<file path="src/rtl/fetch_queue_unit.sv">
// Instruction-fetch front end: owns the fetch PC, issues fixed-latency imem requests,
// and buffers returned instructions with their PCs for decode. Redirects flush all work.
module fetch_queue_unit #(
    parameter int              XLEN         = 32,
    parameter logic [XLEN-1:0] RESET_PC     = 'h4000_0000,
    parameter int              DEPTH        = 4,
    parameter int              IMEM_LATENCY = 1
) (
    input  logic                     clk,
    input  logic                     reset,
    input  logic                     redirect_valid,
    input  logic [XLEN-1:0]          redirect_pc,
    output logic                     imem_req,
    output logic [XLEN-1:0]          imem_addr,
    input  logic [XLEN-1:0]          imem_rdata,
    output logic                     dec_valid,
    output logic [XLEN-1:0]          dec_instr,
    output logic [XLEN-1:0]          dec_pc,
    input  logic                     dec_ready,
    output logic [$clog2(DEPTH):0]   occupancy
);

    localparam int PW = $clog2(DEPTH);
    localparam int CW = PW + 1;
    localparam logic [XLEN-1:0] WORD_MASK = {{(XLEN-2){1'b1}}, 2'b00};

    logic [XLEN-1:0] fetch_pc;
    logic [XLEN-1:0] q_instr [DEPTH];
    logic [XLEN-1:0] q_pc    [DEPTH];
    logic [PW-1:0]   rd_ptr;
    logic [PW-1:0]   wr_ptr;
    logic [CW-1:0]   count;

    logic            tag_valid [IMEM_LATENCY];
    logic [XLEN-1:0] tag_pc    [IMEM_LATENCY];

    logic [CW-1:0]   inflight;
    logic [CW:0]     credit_sum;
    logic            issue;
    logic            push;
    logic            pop;

    // Credit counts every outstanding request, including the one returning this
    // cycle, so a response can never land on a full queue.
    always_comb begin
        inflight = '0;
        for (int i = 0; i < IMEM_LATENCY; i++) begin
            inflight = inflight + CW'(tag_valid[i]);
        end
    end

    assign credit_sum = {1'b0, count} + {1'b0, inflight};
    assign issue      = !reset && !redirect_valid && (credit_sum < (CW+1)'(DEPTH));
    assign push       = tag_valid[IMEM_LATENCY-1] && !redirect_valid;
    assign dec_valid  = (count != '0) && !reset;
    assign pop        = dec_valid && dec_ready && !redirect_valid;

    assign imem_req   = issue;
    assign imem_addr  = fetch_pc;
    assign dec_instr  = dec_valid ? q_instr[rd_ptr] : '0;
    assign dec_pc     = dec_valid ? q_pc[rd_ptr]    : '0;
    assign occupancy  = reset ? '0 : count;

    always_ff @(posedge clk) begin
        if (reset) begin
            fetch_pc <= RESET_PC & WORD_MASK;
            count    <= '0;
            rd_ptr   <= '0;
            wr_ptr   <= '0;
            for (int i = 0; i < IMEM_LATENCY; i++) begin
                tag_valid[i] <= 1'b0;
            end
        end else if (redirect_valid) begin
            fetch_pc <= redirect_pc & WORD_MASK;
            count    <= '0;
            rd_ptr   <= '0;
            wr_ptr   <= '0;
            for (int i = 0; i < IMEM_LATENCY; i++) begin
                tag_valid[i] <= 1'b0;
            end
        end else begin
            if (issue) begin
                fetch_pc <= fetch_pc + XLEN'(4);
            end
            tag_valid[0] <= issue;
            tag_pc[0]    <= fetch_pc;
            for (int i = 1; i < IMEM_LATENCY; i++) begin
                tag_valid[i] <= tag_valid[i-1];
                tag_pc[i]    <= tag_pc[i-1];
            end
            if (push) begin
                wr_ptr <= wr_ptr + PW'(1);
            end
            if (pop) begin
                rd_ptr <= rd_ptr + PW'(1);
            end
            unique case ({push, pop})
                2'b10:   count <= count + CW'(1);
                2'b01:   count <= count - CW'(1);
                default: count <= count;
            endcase
        end
    end

    // Queue storage needs no reset: entries are only visible once count covers them.
    always_ff @(posedge clk) begin
        if (!reset && push) begin
            q_instr[wr_ptr] <= imem_rdata;
            q_pc[wr_ptr]    <= tag_pc[IMEM_LATENCY-1];
        end
    end

endmodule

</file>
<file path="config.mk">
export PLATFORM = sky130hd
export DESIGN_NAME = fetch_queue_unit
export DESIGN_NICKNAME = d
export VERILOG_FILES = /design/src/rtl/fetch_queue_unit.sv
export SDC_FILE = /design/constraint.sdc
export NUM_CORES = 1
export LEC_CHECK = 0
export CAP_MARGIN = 10
export CORE_ASPECT_RATIO = 0.7
export CORE_MARGIN = 5
export CORE_UTILIZATION = 59
export DETAILED_ROUTE_END_ITERATION = 10
export DONT_BUFFER_PORTS = 1
export PLACE_DENSITY = 0.75
export RECOVER_POWER = 25
export SLEW_MARGIN = 20
export SYNTH_ARGS = -nofsm -noshare
export SYNTH_HDL_FRONTEND = slang
export SYNTH_SLANG_ARGS = --single-unit
</file>
<file path="constraint.sdc">
create_clock -name clk -period 8.21 [get_ports clk]
set_clock_uncertainty 0.05 [all_clocks]
set_input_delay 1.642 -clock clk [delete_from_list [all_inputs] [get_ports clk]]
set_output_delay 1.642 -clock clk [all_outputs]
set_load 0.1 [all_outputs]
</file>
======== Word-level counts from Yosys, hierarchy flattened ========
Memories as Yosys holds them, arrays and structs flattened. A register that Yosys moved wholly into a read port is not among the register bits.
Index checks and enable logic that the tools add are counted.
operators by class
  $add $sub $neg .......................... 6
  magnitude comparators ................... 1
  equality and inequality tests ........... 2
  mux-type cells .......................... 24
  reduce and logical (&&, ||, !) cells .... 15
operators by type and width
  cell                                                                    number
  32-bit two-way mux                                                      4
  32-bit by 3-bit adder with 32-bit output (second input constant)        1
  1-bit two-way mux                                                       14
  2-bit two-way mux                                                       4
  1-bit logical AND                                                       7
  3-bit one-hot mux with 2 select lines                                   1
  2-bit by 1-bit adder with 2-bit output (second input constant)          2
  3-bit by 1-bit adder with 4-bit output                                  1
  4-bit by 3-bit < comparator with 1-bit output (second input constant)   1
  2-bit nonzero test                                                      2
  3-bit by 1-bit adder with 3-bit output (second input constant)          1
  3-bit two-way mux                                                       1
  3-bit nonzero test                                                      1
  3-bit by 1-bit subtractor with 3-bit output (second input constant)     1
  2-bit by 1-bit equality test with 1-bit output (second input constant)  1
  2-bit equality test (second input constant)                             1
  1-bit logical NOT                                                       2
  1-bit OR reduction                                                      2
  2-bit OR reduction                                                      1
word-level totals
  flip-flop bits (word level) ............. 39
  memory bits (writable) .................. 289
  output and inout bits ................... 101
  word-level logic and storage cells ...... 57
  memories kept ........................... 4
memory list
  memory     words  width  rd ports  clocked after Yosys merged registers in  wr ports  line  source
  q_instr    4      32     1         1                                        1         28    logic [XLEN-1:0] q_instr [DEPTH];
  q_pc       4      32     1         1                                        1         29    logic [XLEN-1:0] q_pc [DEPTH];
  tag_pc     1      32     1         0                                        1         35    logic [XLEN-1:0] tag_pc [IMEM_LATENCY];
  tag_valid  1      1      1         0                                        1         34    logic tag_valid [IMEM_LATENCY];

======== Logic depth before layout (Yosys ltp) ========
Gate-level depths: netlist (run 1).
  word-level depth ........................ 6
  depth in mapped cells ................... 12
  depth with buffers taken out ............ 9

======== Least setup slack after synthesis (run 1) ========
OpenSTA, ideal clock, no wires.
  kind .................................... input to output
  from .................................... input port reset
  to ...................................... output port dec_instr[12]
  arrival time ............................ 5,131 ps
  data required time ...................... 6,518 ps
  slack ................................... 1,387 ps
  stages .................................. 5
  path buffers ............................ 2
  cell sequence ........................... nor2b_1 > nor3_1 > clkbuf_1 > clkbuf_1 > nor2b_1
on the way
  word-level cells in the longest chain between the ends .. 3
RTL lines
  what                line  source
  start, declared     10    input logic reset,
  1-bit logical NOT   55    assign dec_valid = (count != '0) && !reset;
  1-bit logical AND   55
  32-bit two-way mux  60    assign dec_instr = dec_valid ? q_instr[rd_ptr] : '0;
  end, declared       17    output logic [XLEN-1:0] dec_instr,
No other way between the ends.

======== Worst setup path after layout (run 1) ========
  from .................................... input port reset
  to ...................................... output port dec_valid
on the way
  word-level cells in the longest chain between the ends .. 2
RTL lines
  what               line  source
  1-bit logical NOT  55
  1-bit logical AND  55
  end, declared      16    output logic dec_valid,
No other way between the ends.

==> run metrics, run 1 <==
family with the most delay on the worst path buffers and inverters; Layout Nets 825; Tcrit/Tclk final 0.7393; Cell variety after synth 58; Hold Crit Class reg2reg; Critical Path Max Stage Delay around 0.90 ns; CTS Sinks approximately 320; setup TNS 0 ns; Starting Density 0.6056; clk_lat worst skew around 0.54 ns; die width ~190 µm; clock-pin slew on the worst setup and hold paths ~0.060 ns; endpoints failing setup 0; DRC viols 0; Synth Instances 732; failing checks max-capacitance violations, max-slew violations; initial antenna violation count 1; total number of vias around 6700; largest net degree at the start of global routing 63; Fin. Hold Viols 0; RSZ-0062 raised after global routing false; cell area after synthesis between 10000 and 15000 µm²; first-pass GRT wire length roughly 40000 µm; commonest non-fill, non-tap cell in the layout edfxtp_1; Most used DFF post-synth edfxtp_1; Antenna Nets Post-Route 0; syn_area_per_cell between 15 and 20 µm²; Hold-fix buffers, CTS 0; Inserted Diodes 0; Row Count 44; Lkg Pwr roughly 4.3 nW; most frequent CP cell buf_4; status complete, but fails checks; die height ~130 µm; slowest cell on the critical path buf_4; EDFF count, synth between 200 and 300; CTS max path bufs 3; total power draw 3.223 mW; area of the die 24550 µm²; final wirelength ~26000 µm; Slew @ Worst Pin 1.605 ns; Vias/cell 6.348; Setup CP Type in2out; max-cap violations 4; root buffer selected by CTS clkbuf_16; Synth Warn # 0; commonest non-fill, non-tap cells in the layout 279 x edfxtp_1, 65 x nor2b_2, 62 x mux4_2; Worst Path Arrival approximately 4.4 ns; Syn-to-layout area delta 10.77%; ys async rst share 0; Max-slew headroom -0.06979; FF+latch count, synth 318; Overall Global Routing Usage 0.2074; VDD IR-drop max approximately 0.00020 V; Fmax 0.1648 GHz; Setup crit end kind output pin; port bufs 0; crit path time final 6.070 ns; Worst Path Max Fanout 60; number of global-route vias before repair between 6000 and 7000; Post-CTS Setup Bufs 0; Hold Slack between 0.3 and 0.4 ns; drt pass-1 iters 5; Max Slew Vio Count 16; CTS H-Tree Depth 1; GRT Residual Overflow 0; Post-CTS Resized 0; RD Place Congestion roughly 0.83; Seq/Total Area, Yosys 0.7230; Crit path required time about 6.5 ns; share of layout cells above drive strength 1 0.2497; Ports ~170; CTS buffer count 29; Post-Route Utilization 0.6708; dpl hpwl about 16000 µm; WL per Instance 24.40 µm; cell breakdown of the critical path nor2b_2, buf_4, nor3_2, buf_4, inv_1; core area 20920 µm²; CTS tree yes; Power Density 229.7 nW/µm²; Buf/Inv on CP 3; Startpoint Class input port; Initial DRC Count 493
==> metal layers <==
layer / vias up / wire length [µm] / global-route usage
met5: - / 13 / 0
met4: 2 / 650 / 0.04971
met3: 50 / 2048 / 0.05075
met2: 298 / 12300 / 0.3331
met1: 3370 / 10590 / 0.2924
li1: 2939 / - / -
==> worst reg2reg max path, cell delays in order (launching register included) <==
cell      delay, ns
dfxtp_1        0.31
clkbuf_1       1.09
nand3_1        0.40
or4_4          0.72
or4_1          0.50
a311oi_1       0.27
==> metrics by stage <==
stage	area [µm²]	instances	setup WS [ns]
6_report	14030	1049	2.140
5_1_grt	14030	1049	2.049
4_1_cts	14090	1049	2.154
3_5_place_dp	13230	995	2.155
3_3_place_gp	13230	995	2.271
2_1_floorplan	12680	735	1.387
==> registers in the layout, summed over array words and instances (netlist names), named ones only <==
register	count
q_pc	120
tag_valid	1
count	3
q_instr	128
wr_ptr	2
tag_pc	30
imem_addr	30
rd_ptr	2
==> worst paths after layout <==
path                      start       endpoint  slack, ns  depth (start not counted)
setup / recovery          reset      dec_valid       2.14                          5
hold / removal    imem_addr[27]  tag_pc[0][27]       0.39                          0
setup reg to reg   imem_addr[4]  imem_addr[21]       4.77                          5
hold reg to reg   imem_addr[27]  tag_pc[0][27]       0.39                          0
==> report_power, final <==
| part | switching [mW] | internal, mW | total (mW) | leakage [nW] |
|---|---|---|---|---|
| combinational | 0.134 | 0.0310 | 0.165 | 0.997 |
| sequential | 0.0509 | 1.79 | 1.84 | 2.86 |
| clock | 0.542 | 0.679 | 1.22 | 0.417 |
| total | 0.727 | 2.50 | 3.22 | 4.28 |
==> cell families after synthesis <==
family,share of synthesized area
xor+xnor,0.006222
fa+ha+maj,0.007506
flops,0.7230
compound gates,0.03803
buf+inv,0.02015
mux,0.1110
other cells,0.0005928
simple gates,0.09353
==> area by class of cell <==
type | count | area [µm²]
flip-flops and latches | 318 | 9166
clock buffers | 37 | 755.7
repair buffers | 27 | 150.1
inverters | 16 | 60.06
fillers | 1398 | 6888
clock inverters | 17 | 101.3
multi-input cells | 358 | 3453
well taps | 276 | 345.3
==> synthesized netlist by cell type, types with 2 or more instances <==
master,instances,share of area
and3_1,8,0.0040
a31oi_1,5,0.0025
buf_2,9,0.0036
and2_1,3,0.0015
o41ai_1,2,0.0014
or3_1,7,0.0035
nor4_1,11,0.0054
or4_4,2,0.0018
nand4_1,10,0.0049
o21ai_0,12,0.0047
dfxtp_1,39,0.062
xnor2_1,4,0.0028
a2111oi_0,3,0.0021
inv_1,16,0.0047
a211oi_1,5,0.0030
o311ai_0,2,0.0014
and4_1,5,0.0035
o31ai_1,3,0.0018
nor2_1,29,0.0086
a21oi_1,9,0.0036
xor2_1,5,0.0035
nand3_1,12,0.0047
nand2_1,31,0.0092
conb_1,2,0.00059
a311oi_1,9,0.0062
or2_2,2,0.00099
ha_1,6,0.0059
or3_2,2,0.0012
a221oi_1,3,0.0021
edfxtp_1,279,0.66
or4_1,6,0.0036
mux4_2,62,0.11
buf_4,4,0.0024
o31a_1,2,0.0014
clkbuf_1,28,0.0083
nor2b_1,65,0.032
nor3_1,9,0.0036
No activity file was read; power rests on OpenSTA's default activity.
==> inputs of run 2 (changes only) <==
--- a/config.mk
+++ b/config.mk
@@ -8,7 +8,7 @@
 export CAP_MARGIN = 10
 export CORE_ASPECT_RATIO = 0.7
 export CORE_MARGIN = 5
-export CORE_UTILIZATION = 59
+export CORE_UTILIZATION = 57
 export DETAILED_ROUTE_END_ITERATION = 10
 export DONT_BUFFER_PORTS = 1
 export PLACE_DENSITY = 0.75
==> constraint.sdc (replaced) <==
create_clock -name clk -period 5.17 [get_ports clk]
set_clock_uncertainty 0.05 [all_clocks]
set_input_delay 1.034 -clock clk [delete_from_list [all_inputs] [get_ports clk]]
set_output_delay 1.034 -clock clk [all_outputs]
set_load 0.1 [all_outputs]
==> run metrics, run 2 (synthesized netlist as in run 1, its figures left out) <==
commonest non-fill, non-tap cell in the layout edfxtp_1; share of layout cells above drive strength 1 0.3345 (+0.08485); max reg flops 128 (unchanged); slowest cell on the critical path dfxtp_4; Overall Global Routing Usage 0.2118 (+0.004473); RD Place Congestion 0.8933 (+7.2%); Row Count 45 (+2.3%); port bufs 0 (unchanged); Fin. Hold Viols 0 (unchanged); Buf/Inv on CP 2 (-1); root buffer selected by CTS clkbuf_16; Starting Density 0.5814 (-0.02417); initial antenna violation count 1 (unchanged); total power draw 5.340 mW (+66%); Setup crit end kind output pin; status finished clean; endpoints failing setup 0 (unchanged); Largest Register q_instr; Worst path depth 4 (-1); CTS buffer count 29 (unchanged); first-pass GRT wire length 42080 µm (+6.5%); Regs by FF count q_instr: 128 flops, q_pc: 120 flops; GRT Residual Overflow 0 (unchanged); Vias/cell 6.280 (-1.1%); dpl hpwl 16120 µm (+3.6%); Crit path required time 4.09 ns (-2.43 ns); area of the die 25350 µm² (+3.3%); Post-CTS Setup Bufs 0 (unchanged); total number of vias 7027 (+5.5%); max-cap violations 0 (-4); WL per Instance 24.03 µm (-1.5%); Hold-fix buffers, CTS 0 (unchanged); family with the most delay on the worst path flip-flops; VDD IR-drop max 0.0002512 V (+24%); Power Density 363.2 nW/µm² (+58%); CTS H-Tree Depth 1 (unchanged); commonest non-fill, non-tap cells in the layout 279 x edfxtp_1, 90 x buf_4, 65 x nor2b_2; number of global-route vias before repair 7196 (+7.5%); Max Slew Vio Count 0 (-16); Tcrit/Tclk final 0.7512; drt pass-1 iters 5 (unchanged); CTS max path bufs 3 (unchanged); RSZ-0062 raised after global routing false; crit path time final between 3 and 4 ns; hold path cells 0 (unchanged); CTS Sinks 318 (unchanged); die width 188.2 µm (+1.6%); Fmax 0.2575 GHz; Ports 169 (unchanged); cell breakdown of the critical path buf_4, mux4_2, nor2b_2, buf_4; die height 134.7 µm (+1.6%); R2R cell count 4 (-1); Inserted Diodes 0 (unchanged); core area 21790 µm² (+4.2%); Post-CTS Resized 0 (unchanged); filler cell count 1452 (+3.9%); Hold Crit Class reg2reg; Antenna Nets Post-Route 0 (unchanged); Worst Path Arrival 2.80 ns (-1.58 ns); Lkg Pwr 4.747 nW (+11%); Setup CP Type reg2out; Layout Nets 889 (+7.8%); Worst Path Max Fanout 36 (-40%); Max-slew headroom 0.2130 (+0.2828); final wirelength 26890 µm (+5.0%); Hold Slack 0.4124 ns (+0.02044 ns); Slew @ Worst Pin 1.179 ns (-0.4258 ns); most frequent CP cell buf_4; Critical Path Max Stage Delay 0.83 ns (-0.07 ns); Startpoint Class register; largest net degree at the start of global routing 69 (+9.5%); clk_lat worst skew 0.54 ns (about the same); clock-pin slew on the worst setup and hold paths 0.07 ns (about the same); Initial DRC Count 610 (+24%); R2R Setup Slk 1.93 ns (-2.84 ns); DRC viols 0 (unchanged); Syn-to-layout area delta 16.06%; CTS tree yes
-- run 2: changes by cell type in the layout (fill, tap and decap cells not counted), sizes merged --
cell	change
clkinv	-8
clkbuf	-7
buf	+78
bufinv	+1
-- run 2: report_power, final --
part / switching [mW] / internal, mW / total [mW]
logic: 0.222 / 0.0642 / 0.286
clock network: 0.887 / 1.26 / 2.14
registers: 0.0739 / 2.84 / 2.91
total: 1.18 / 4.16 / 5.34
-- run 2: final cells by class --
class | instances | area [µm²] | area share
repair buffers | 91 | 695.7 | 0.04731
clock buffers | 44 | 864.6 | 0.05880
inverters | 16 | 60.06 | 0.004085
multi-input cells | 358 | 3453 | 0.2349
well taps | 282 | 352.8 | 0.02400
flip-flops and latches | 318 | 9166 | 0.6234
clock inverters | 10 | 110.1 | 0.007489
-- run 2: path summary, 6_finish.rpt --
| path | startpoint | end |
|---|---|---|
| worst max-delay path | register | dec_pc[15] |
| worst min-delay path | imem_addr[27] | tag_pc[0][27] |
| worst max register to register | imem_addr[12] | imem_addr[24] |
| worst min register to register | imem_addr[27] | tag_pc[0][27] |
-- run 2: metrics by stage --
step                      setup WS [ns]  TNS [ns]    util  instances  area [µm²]
final                             1.286         0  0.6748       1119       14700
after global routing              1.037         0  0.6748       1119       14700
after CTS                         1.152         0  0.6748       1119       14700
after detailed placement          1.464         0  0.6300       1065       13730
after global placement            1.496         0  0.6300       1065       13730
after floorplan                 -0.4373    -18.39       -        735       12720
-- run 2: per-layer routing --
layer / vias up / global-route usage / part of all wire / routed length, µm
li1: 3076 / - / - / -
met1: 3592 / 0.2982 / 0.41 / 11090
met2: 313 / 0.3421 / 0.48 / 12910
met3: 44 / 0.05659 / 0.089 / 2403
met4: 2 / 0.04319 / 0.017 / 470
met5: - / 0 / 0.00048 / 13
